[src/rtl/systolic_pkg.sv]
// Shared types and helpers for the systolic array feeder.
// State encodings for the optional OS sequence exist only with SYSTOLIC_FEEDER_OS_EN.
package systolic_pkg;

    typedef enum logic [3:0] {
        S_IDLE     = 4'd0,
        S_WLOAD    = 4'd1,
        S_WSETTLE  = 4'd2,
        S_STREAM   = 4'd3,
        S_DRAIN    = 4'd4,
        S_DONE     = 4'd5
`ifdef SYSTOLIC_FEEDER_OS_EN
        ,
        S_OS_CLEAR = 4'd6,
        S_OS_FEED  = 4'd7,
        S_OS_FLUSH = 4'd8,
        S_OS_DRAIN = 4'd9
`endif
    } feeder_state_e;

    // Input register + per-lane skew + SW PE rows + output de-skew.
    function automatic int LAT_CYCLES(input int sw);
        return 2 * sw;
    endfunction

    function automatic int lane_lsb(input int lane, input int width);
        return lane * width;
    endfunction

endpackage

[src/rtl/valid_pipe.sv]
// Fixed-depth {valid, last} delay line that tracks rows through the array.
// DEPTH must be at least 2.
module valid_pipe #(
    parameter int DEPTH = 8
) (
    input  logic clk,
    input  logic rst_n,
    input  logic valid_i,
    input  logic last_i,
    output logic valid_o,
    output logic last_o
);

    logic [DEPTH-1:0] valid_q;
    logic [DEPTH-1:0] last_q;

    // NOTE: this line is control state, not data storage, so it is reset; a stale
    // valid bit after reset would emit a phantom result row.
    always_ff @(posedge clk or negedge rst_n) begin
        if (!rst_n) begin
            valid_q <= '0;
            last_q  <= '0;
        end else begin
            // NOTE: non-blocking so every stage shifts from the pre-edge value.
            valid_q <= {valid_q[DEPTH-2:0], valid_i};
            last_q  <= {last_q[DEPTH-2:0], last_i};
        end
    end

    assign valid_o = valid_q[DEPTH-1];
    assign last_o  = last_q[DEPTH-1];

endmodule

[src/rtl/systolic_feeder.sv]
// Sequencer feeding weight/activation rows into the systolic array and aligning
// out_valid/out_last with sum_out. OS mode is built only with SYSTOLIC_FEEDER_OS_EN.
module systolic_feeder
    import systolic_pkg::*;
#(
    parameter int DATA_WIDTH     = 16,
    parameter int SUM_WIDTH      = 16,
    parameter int SYSTOLIC_WIDTH = 4,
    parameter int ROW_CNT_W      = 8
) (
    input  logic                                 clk,
    input  logic                                 rst_n,
    input  logic                                 start,
    input  logic                                 os_mode,
    input  logic [ROW_CNT_W-1:0]                 num_rows,
    input  logic                                 w_valid,
    output logic                                 w_ready,
    input  logic [SYSTOLIC_WIDTH*DATA_WIDTH-1:0] w_data,
    input  logic                                 a_valid,
    output logic                                 a_ready,
    input  logic [SYSTOLIC_WIDTH*DATA_WIDTH-1:0] a_data,
    output logic [SYSTOLIC_WIDTH*DATA_WIDTH-1:0] a_in_raw,
    output logic [SYSTOLIC_WIDTH*DATA_WIDTH-1:0] b_in_raw,
    output logic [SYSTOLIC_WIDTH*SUM_WIDTH-1:0]  sum_in_raw,
    output logic                                 mode,
    output logic                                 state,
    output logic                                 enable,
    output logic                                 busy,
    output logic                                 done,
    output logic                                 out_valid,
    output logic                                 out_last
);

    localparam int SW  = SYSTOLIC_WIDTH;
    localparam int LAT = LAT_CYCLES(SW);
    localparam logic [ROW_CNT_W-1:0] CNT_ONE  = ROW_CNT_W'(1);
    localparam logic [ROW_CNT_W-1:0] SW_LAST  = ROW_CNT_W'(SW - 1);
    localparam logic [ROW_CNT_W-1:0] LAT_LAST = ROW_CNT_W'(LAT - 1);
`ifdef SYSTOLIC_FEEDER_OS_EN
    localparam logic [ROW_CNT_W-1:0] FLUSH_LAST = ROW_CNT_W'(2 * SW - 2);
`endif

    feeder_state_e        state_q, state_d;
    logic [ROW_CNT_W-1:0] cnt_q, cnt_d;
    logic [ROW_CNT_W-1:0] rows_q;
    logic [ROW_CNT_W-1:0] rows_last;
    logic                 w_acc_q;
    logic                 w_acc, a_acc, stream_acc, job_start;
    logic                 pipe_valid, pipe_last;

    assign job_start  = (state_q == S_IDLE) && start;
    assign rows_last  = rows_q - CNT_ONE;
    assign w_acc      = w_valid && w_ready;
    assign a_acc      = a_valid && a_ready;
    assign stream_acc = a_acc && (state_q == S_STREAM);

    assign a_in_raw   = a_acc ? a_data : '0;
    assign b_in_raw   = w_acc ? w_data : '0;
    assign sum_in_raw = '0;
    assign busy       = (state_q != S_IDLE);
    assign done       = (state_q == S_DONE);

    // OS feed takes a beat only when both streams offer one, so both readies
    // follow the joint valid and never complete a one-sided handshake.
    always_comb begin
        w_ready = 1'b0;
        a_ready = 1'b0;
        case (state_q)
            S_WLOAD:    w_ready = 1'b1;
            S_STREAM:   a_ready = 1'b1;
`ifdef SYSTOLIC_FEEDER_OS_EN
            S_OS_FEED: begin
                w_ready = a_valid && w_valid;
                a_ready = a_valid && w_valid;
            end
`endif
            default: ;
        endcase
    end

    // Load-phase enable mirrors the accept one cycle late, so w_valid gaps freeze the PEs.
    always_comb begin
        enable = 1'b0;
        state  = 1'b0;
        case (state_q)
            S_WLOAD:   enable = w_acc_q;
            S_WSETTLE: enable = 1'b1;
            S_STREAM, S_DRAIN: begin
                enable = 1'b1;
                state  = 1'b1;
            end
`ifdef SYSTOLIC_FEEDER_OS_EN
            S_OS_CLEAR, S_OS_DRAIN: enable = 1'b1;
            S_OS_FEED, S_OS_FLUSH: begin
                enable = 1'b1;
                state  = 1'b1;
            end
`endif
            default: ;
        endcase
    end

    // NOTE: defaults first so every path assigns state_d/cnt_d and no latch is inferred.
    always_comb begin
        state_d = state_q;
        cnt_d   = cnt_q;
        case (state_q)
            S_IDLE: begin
                if (start) begin
                    cnt_d   = '0;
`ifdef SYSTOLIC_FEEDER_OS_EN
                    state_d = os_mode ? S_OS_CLEAR : S_WLOAD;
`else
                    state_d = S_WLOAD;
`endif
                end
            end
            S_WLOAD: begin
                if (w_acc) begin
                    if (cnt_q == SW_LAST) begin
                        state_d = S_WSETTLE;
                        cnt_d   = '0;
                    end else begin
                        cnt_d = cnt_q + CNT_ONE;
                    end
                end
            end
            S_WSETTLE: state_d = (rows_q == '0) ? S_DRAIN : S_STREAM;
            S_STREAM: begin
                if (a_acc) begin
                    if (cnt_q == rows_last) begin
                        state_d = S_DRAIN;
                        cnt_d   = '0;
                    end else begin
                        cnt_d = cnt_q + CNT_ONE;
                    end
                end
            end
            S_DRAIN: begin
                if (cnt_q == LAT_LAST) begin
                    state_d = S_DONE;
                    cnt_d   = '0;
                end else begin
                    cnt_d = cnt_q + CNT_ONE;
                end
            end
            S_DONE: state_d = S_IDLE;
`ifdef SYSTOLIC_FEEDER_OS_EN
            S_OS_CLEAR: begin
                if (cnt_q == SW_LAST) begin
                    state_d = (rows_q == '0) ? S_OS_FLUSH : S_OS_FEED;
                    cnt_d   = '0;
                end else begin
                    cnt_d = cnt_q + CNT_ONE;
                end
            end
            S_OS_FEED: begin
                if (a_acc) begin
                    if (cnt_q == rows_last) begin
                        state_d = S_OS_FLUSH;
                        cnt_d   = '0;
                    end else begin
                        cnt_d = cnt_q + CNT_ONE;
                    end
                end
            end
            S_OS_FLUSH: begin
                if (cnt_q == FLUSH_LAST) begin
                    state_d = S_OS_DRAIN;
                    cnt_d   = '0;
                end else begin
                    cnt_d = cnt_q + CNT_ONE;
                end
            end
            S_OS_DRAIN: begin
                if (cnt_q == SW_LAST) begin
                    state_d = S_DONE;
                    cnt_d   = '0;
                end else begin
                    cnt_d = cnt_q + CNT_ONE;
                end
            end
`endif
            default: state_d = S_IDLE;
        endcase
    end

    always_ff @(posedge clk or negedge rst_n) begin
        if (!rst_n) begin
            state_q <= S_IDLE;
            cnt_q   <= '0;
            rows_q  <= '0;
            w_acc_q <= 1'b0;
        end else begin
            state_q <= state_d;
            cnt_q   <= cnt_d;
            w_acc_q <= w_acc;
            if (job_start) rows_q <= num_rows;
        end
    end

    valid_pipe #(
        .DEPTH (LAT)
    ) u_valid_pipe (
        .clk     (clk),
        .rst_n   (rst_n),
        .valid_i (stream_acc),
        .last_i  (stream_acc && (cnt_q == rows_last)),
        .valid_o (pipe_valid),
        .last_o  (pipe_last)
    );

`ifdef SYSTOLIC_FEEDER_OS_EN
    logic os_q;

    always_ff @(posedge clk or negedge rst_n) begin
        if (!rst_n)         os_q <= 1'b0;
        else if (job_start) os_q <= os_mode;
    end

    // OS results drain straight out of the accumulators, bypassing the row pipe.
    assign mode      = os_q && busy;
    assign out_valid = pipe_valid || (state_q == S_OS_DRAIN);
    assign out_last  = pipe_last || ((state_q == S_OS_DRAIN) && (cnt_q == SW_LAST));
`else
    logic unused_os_mode;

    assign unused_os_mode = os_mode;
    assign mode           = 1'b0;
    assign out_valid      = pipe_valid;
    assign out_last       = pipe_last;
`endif

endmodule
[config.mk]
export PLATFORM = sky130hd
export DESIGN_NAME = systolic_feeder
export DESIGN_NICKNAME = d
export VERILOG_FILES = /design/src/rtl/systolic_pkg.sv /design/src/rtl/valid_pipe.sv /design/src/rtl/systolic_feeder.sv
export SDC_FILE = /design/constraint.sdc
export NUM_CORES = 1
export LEC_CHECK = 0
export BUFFER_PORTS_ARGS = -buffer_cell sky130_fd_sc_hd__buf_2
export CAP_MARGIN = 20
export CORE_AREA = 3 3 131 133
export CTS_CLUSTER_SIZE = 24
export DETAILED_ROUTE_END_ITERATION = 10
export DIE_AREA = 0 0 134 136
export PLACE_DENSITY = 0.63
export SYNTH_ARGS = -nofsm -noshare
export SYNTH_HDL_FRONTEND = slang
export SYNTH_SLANG_ARGS = --single-unit
export TNS_END_PERCENT = 5
[constraint.sdc]
create_clock -name clk -period 2.9 [get_ports clk]
set_input_delay 0.29 -clock clk [delete_from_list [all_inputs] [get_ports clk]]
set_output_delay 0.29 -clock clk [all_outputs]
set_load 0.02 [all_outputs]
==> results.toml <==
[timing]
hold_viol_final = 0
finalClockSkew_ps = 7.53
rsz0062_at_grt = "false"
relSlewSlack_pct = 47.2
min_period_ps = 2370
finalCritPeriodShare_pct = 81.7
slew_violations = 0
finalSetupViolCount = 0
setup_tns_ps = 0
whs_ps = 102
worst_pin_slew_ps = 791
worst_slack_ps = 530
fmax_mhz = 422

[placed_design]
gp_routability_congestion = 0.875
numPortBuffers = 276
place.detailed.hpwl_mm = 12.1
post-place-ws_ps = 690
dpl_cell_area_mm2 = 0.00454

[detailed_routing]
wl_per_cell_um = 15.9
remaining_drc_errors = 0
ant_nets = 0
drt_first_pass_iters = 4
avgViaCountPerCell = 3.99
via_count = 3518
finalWirelength_mm = 14.0
drt_iter0_markers = 170

[global_routing]
grt_pass1_wl_mm = 19.0
grt_antenna_before_repair = 29
track_usage_pct = 13.9
grt_pass1_vias = 3103
grt_max_degree = 67
grt_remaining_overflow = 0

[worst_setup_path]
timing.rr.end = "state_q[0]"
cp_cell_sequence = "nor2b_1 > and3_2 > buf_4 > and2_1 > buf_2"
slowest_stage = "dfrtp_1"
max_stage_delay_ps = 560
r2r_start = "cnt_q[6]"
ff2ff_path_depth = 6
cp.required_ps = 2610
worstSetupPathType = "reg2out"
crit_family = "simple AND/OR/NAND/NOR gates"
end_kind = "output pin"
worstPathArrival_ps = 2080
worstPathMaxFanout = 66
r2r_slack_ps = 680
path_buf_inv = 2
critPathLaunchType = "flop"

[clock_tree]
htree_levels = 2
ctsResizeCount = 0
root_buffer = "clkbuf_16"
cts_hold_buf = 0
cts_made_buffers = 5
clkSlewWorstSetupHoldPaths_ps = 60
clockBufferDepth = 2
clock_latency_ps = 280
cts_tree = "built"
cts.sinks = 36
cts_setup_buffers = 0

[pwr]
comb_power_share_pct = 60.6
power.total_mw = 3.46
ir_drop_v = 0.000351
seq_power_share_pct = 24.0
p_clk_share_pct = 15.4
p_sw_mw = 1.67
intPower_mw = 1.79
p_leak_nw = 2.94
powerDensity_mw_per_mm2 = 735
swShare_pct = 48.4

[die]
pin_count = 343
die-area_mm2 = 0.0182
rows = 46
core_mm2 = 0.0159
dieWidth_um = 134
die_y_um = 136
initial_core_util_pct = 20.0

[logic_synthesis]
ys_seq_area_share_pct = 28.2
avgSynthCellArea_um2 = 7.99
synth_edf_count = 0
postSynthCellCount = 400
synth_seq_cells = 36
synthesis.area_mm2 = 0.00319
yosysWarnings = 0
synth_flop_cell = "dfrtp_1"
yosysUniqueCellTypes = 50
async_flop_share_pct = 100

[finish]
postLayoutCellArea_mm2 = 0.00470
nets = 805
synthToLayoutAreaGrowth_pct = 47.3
nFillCells = 1734
final_cell_mix = "buf_2, and2_1, and3_1, conb_1, dfrtp_1"
mostFrequentLayoutCell = "buf_2"
layout-drive-gt1-share_pct = 45.5

[worst_hold_path]
hp-class = "in2async"

[job]
max_cap_violations = 0

[outcome]
run_status = "finished clean"
[power by group through the flow]
stage | Combinational (mW) | Clock, mW | Sequential (mW)
final | 2.10 | 0.533 | 0.830
after detailed placement | 2.11 | 0 | 0.832
after CTS | 2.12 | 0.547 | 0.827
after floorplan | 1.56 | 0 | 0.758
after global routing | 2.30 | 0.572 | 0.861
after global placement | 2.11 | 0 | 0.832
[sequential cells by signal (all words and copies together), names as in the netlist]
signal / cells
cnt_q: 8
w_acc_q: 1
u_valid_pipe.last_q: 8
rows_q: 8
u_valid_pipe.valid_q: 8
state_q: 3
[cell usage after synthesis, types with 2 or more instances]
cell / count / area share (%)
a21oi_1: 4 / 0.63
a31oi_1: 2 / 0.39
and2_1: 67 / 13
and3_1: 66 / 13
buf_4: 65 / 15
clkbuf_1: 24 / 2.8
dfrtp_1: 36 / 28
ha_1: 3 / 1.2
inv_1: 12 / 1.4
mux2_2: 7 / 2.5
mux2i_1: 3 / 0.94
nand2_1: 24 / 2.8
nand2b_1: 6 / 1.2
nand3_1: 4 / 0.63
nand4_1: 2 / 0.39
nor2_1: 15 / 1.8
nor3_1: 3 / 0.47
nor3b_1: 2 / 0.47
nor4_1: 2 / 0.39
o2111ai_1: 2 / 0.55
o21a_1: 3 / 0.71
o21ai_0: 8 / 1.3
o21ai_1: 3 / 0.47
o221ai_1: 4 / 1.1
or4_1: 2 / 0.47
xnor2_1: 7 / 1.9
[cell families after synthesis]
logic type | Yosys count | share of synthesized area (%)
adders and majority gates | 3 | 1.18
DFF | 36 | 28.2
AOI/OAI and AO/OA | 38 | 8.34
xor gates and xnor gates | 8 | 2.19
muxes | 10 | 3.41
and+or+nand+nor | 200 | 36.4
other | 1 | 0.117
buffers and inverters | 104 | 20.1
[layout make-up]
type	count	area (um^2)	area share [%]
Sequential cell	36	901	19.1
Multi-Input combinational cell	324	1900	40.3
Clock buffer	7	143	3.03
Clock inverter	1	7.51	0.160
Timing Repair Buffer	281	1430	30.4
Tap cell	216	270	5.74
Inverter	12	45.0	0.957
Antenna cell	4	10.0	0.213
[metal layers]
metal | wire length (um) | vias to the layer above | track usage (%) | share of wire [%]
met1 | 4590 | 1535 | 13.9 | 33
met3 | 645 | 63 | 1.81 | 4.6
met5 | 0 | - | 0 | 0
met4 | 619 | 0 | 3.71 | 4.4
li1 | - | 1736 | - | -
met2 | 8180 | 184 | 29.4 | 58
[worst max-delay path by stage]
| stage | start | to | slack (ps) | cells after the start |
|---|---|---|---|---|
| after floorplan | cnt_q[6] | state_q[0] | 790 | 7 |
| after global routing | state_q[0] | a_in_raw[40] | 340 | 5 |
| after CTS | state_q[0] | a_in_raw[40] | 510 | 5 |
| after global placement | cnt_q[6] | state_q[0] | 700 | 6 |
| after detailed placement | cnt_q[6] | state_q[0] | 690 | 6 |
| final | state_q[0] | a_in_raw[40] | 530 | 5 |
[metrics by stage]
step | util, % | cells
final | 29.5 | 881
after global routing | 29.5 | 879
after CTS | 29.4 | 877
after detailed placement | 28.5 | 869
after global placement | 28.5 | 869
after floorplan | - | 464
[worst register-to-register path: cells and delay by family (launching register included)]
family / cells / cell delay, ps
and+or+nand+nor: 4 / 1160
muxes: 1 / 200
AOI/OAI and AO/OA: 1 / 280
DFF: 1 / 460
Note: power is estimated with default switching activity, not from simulation.
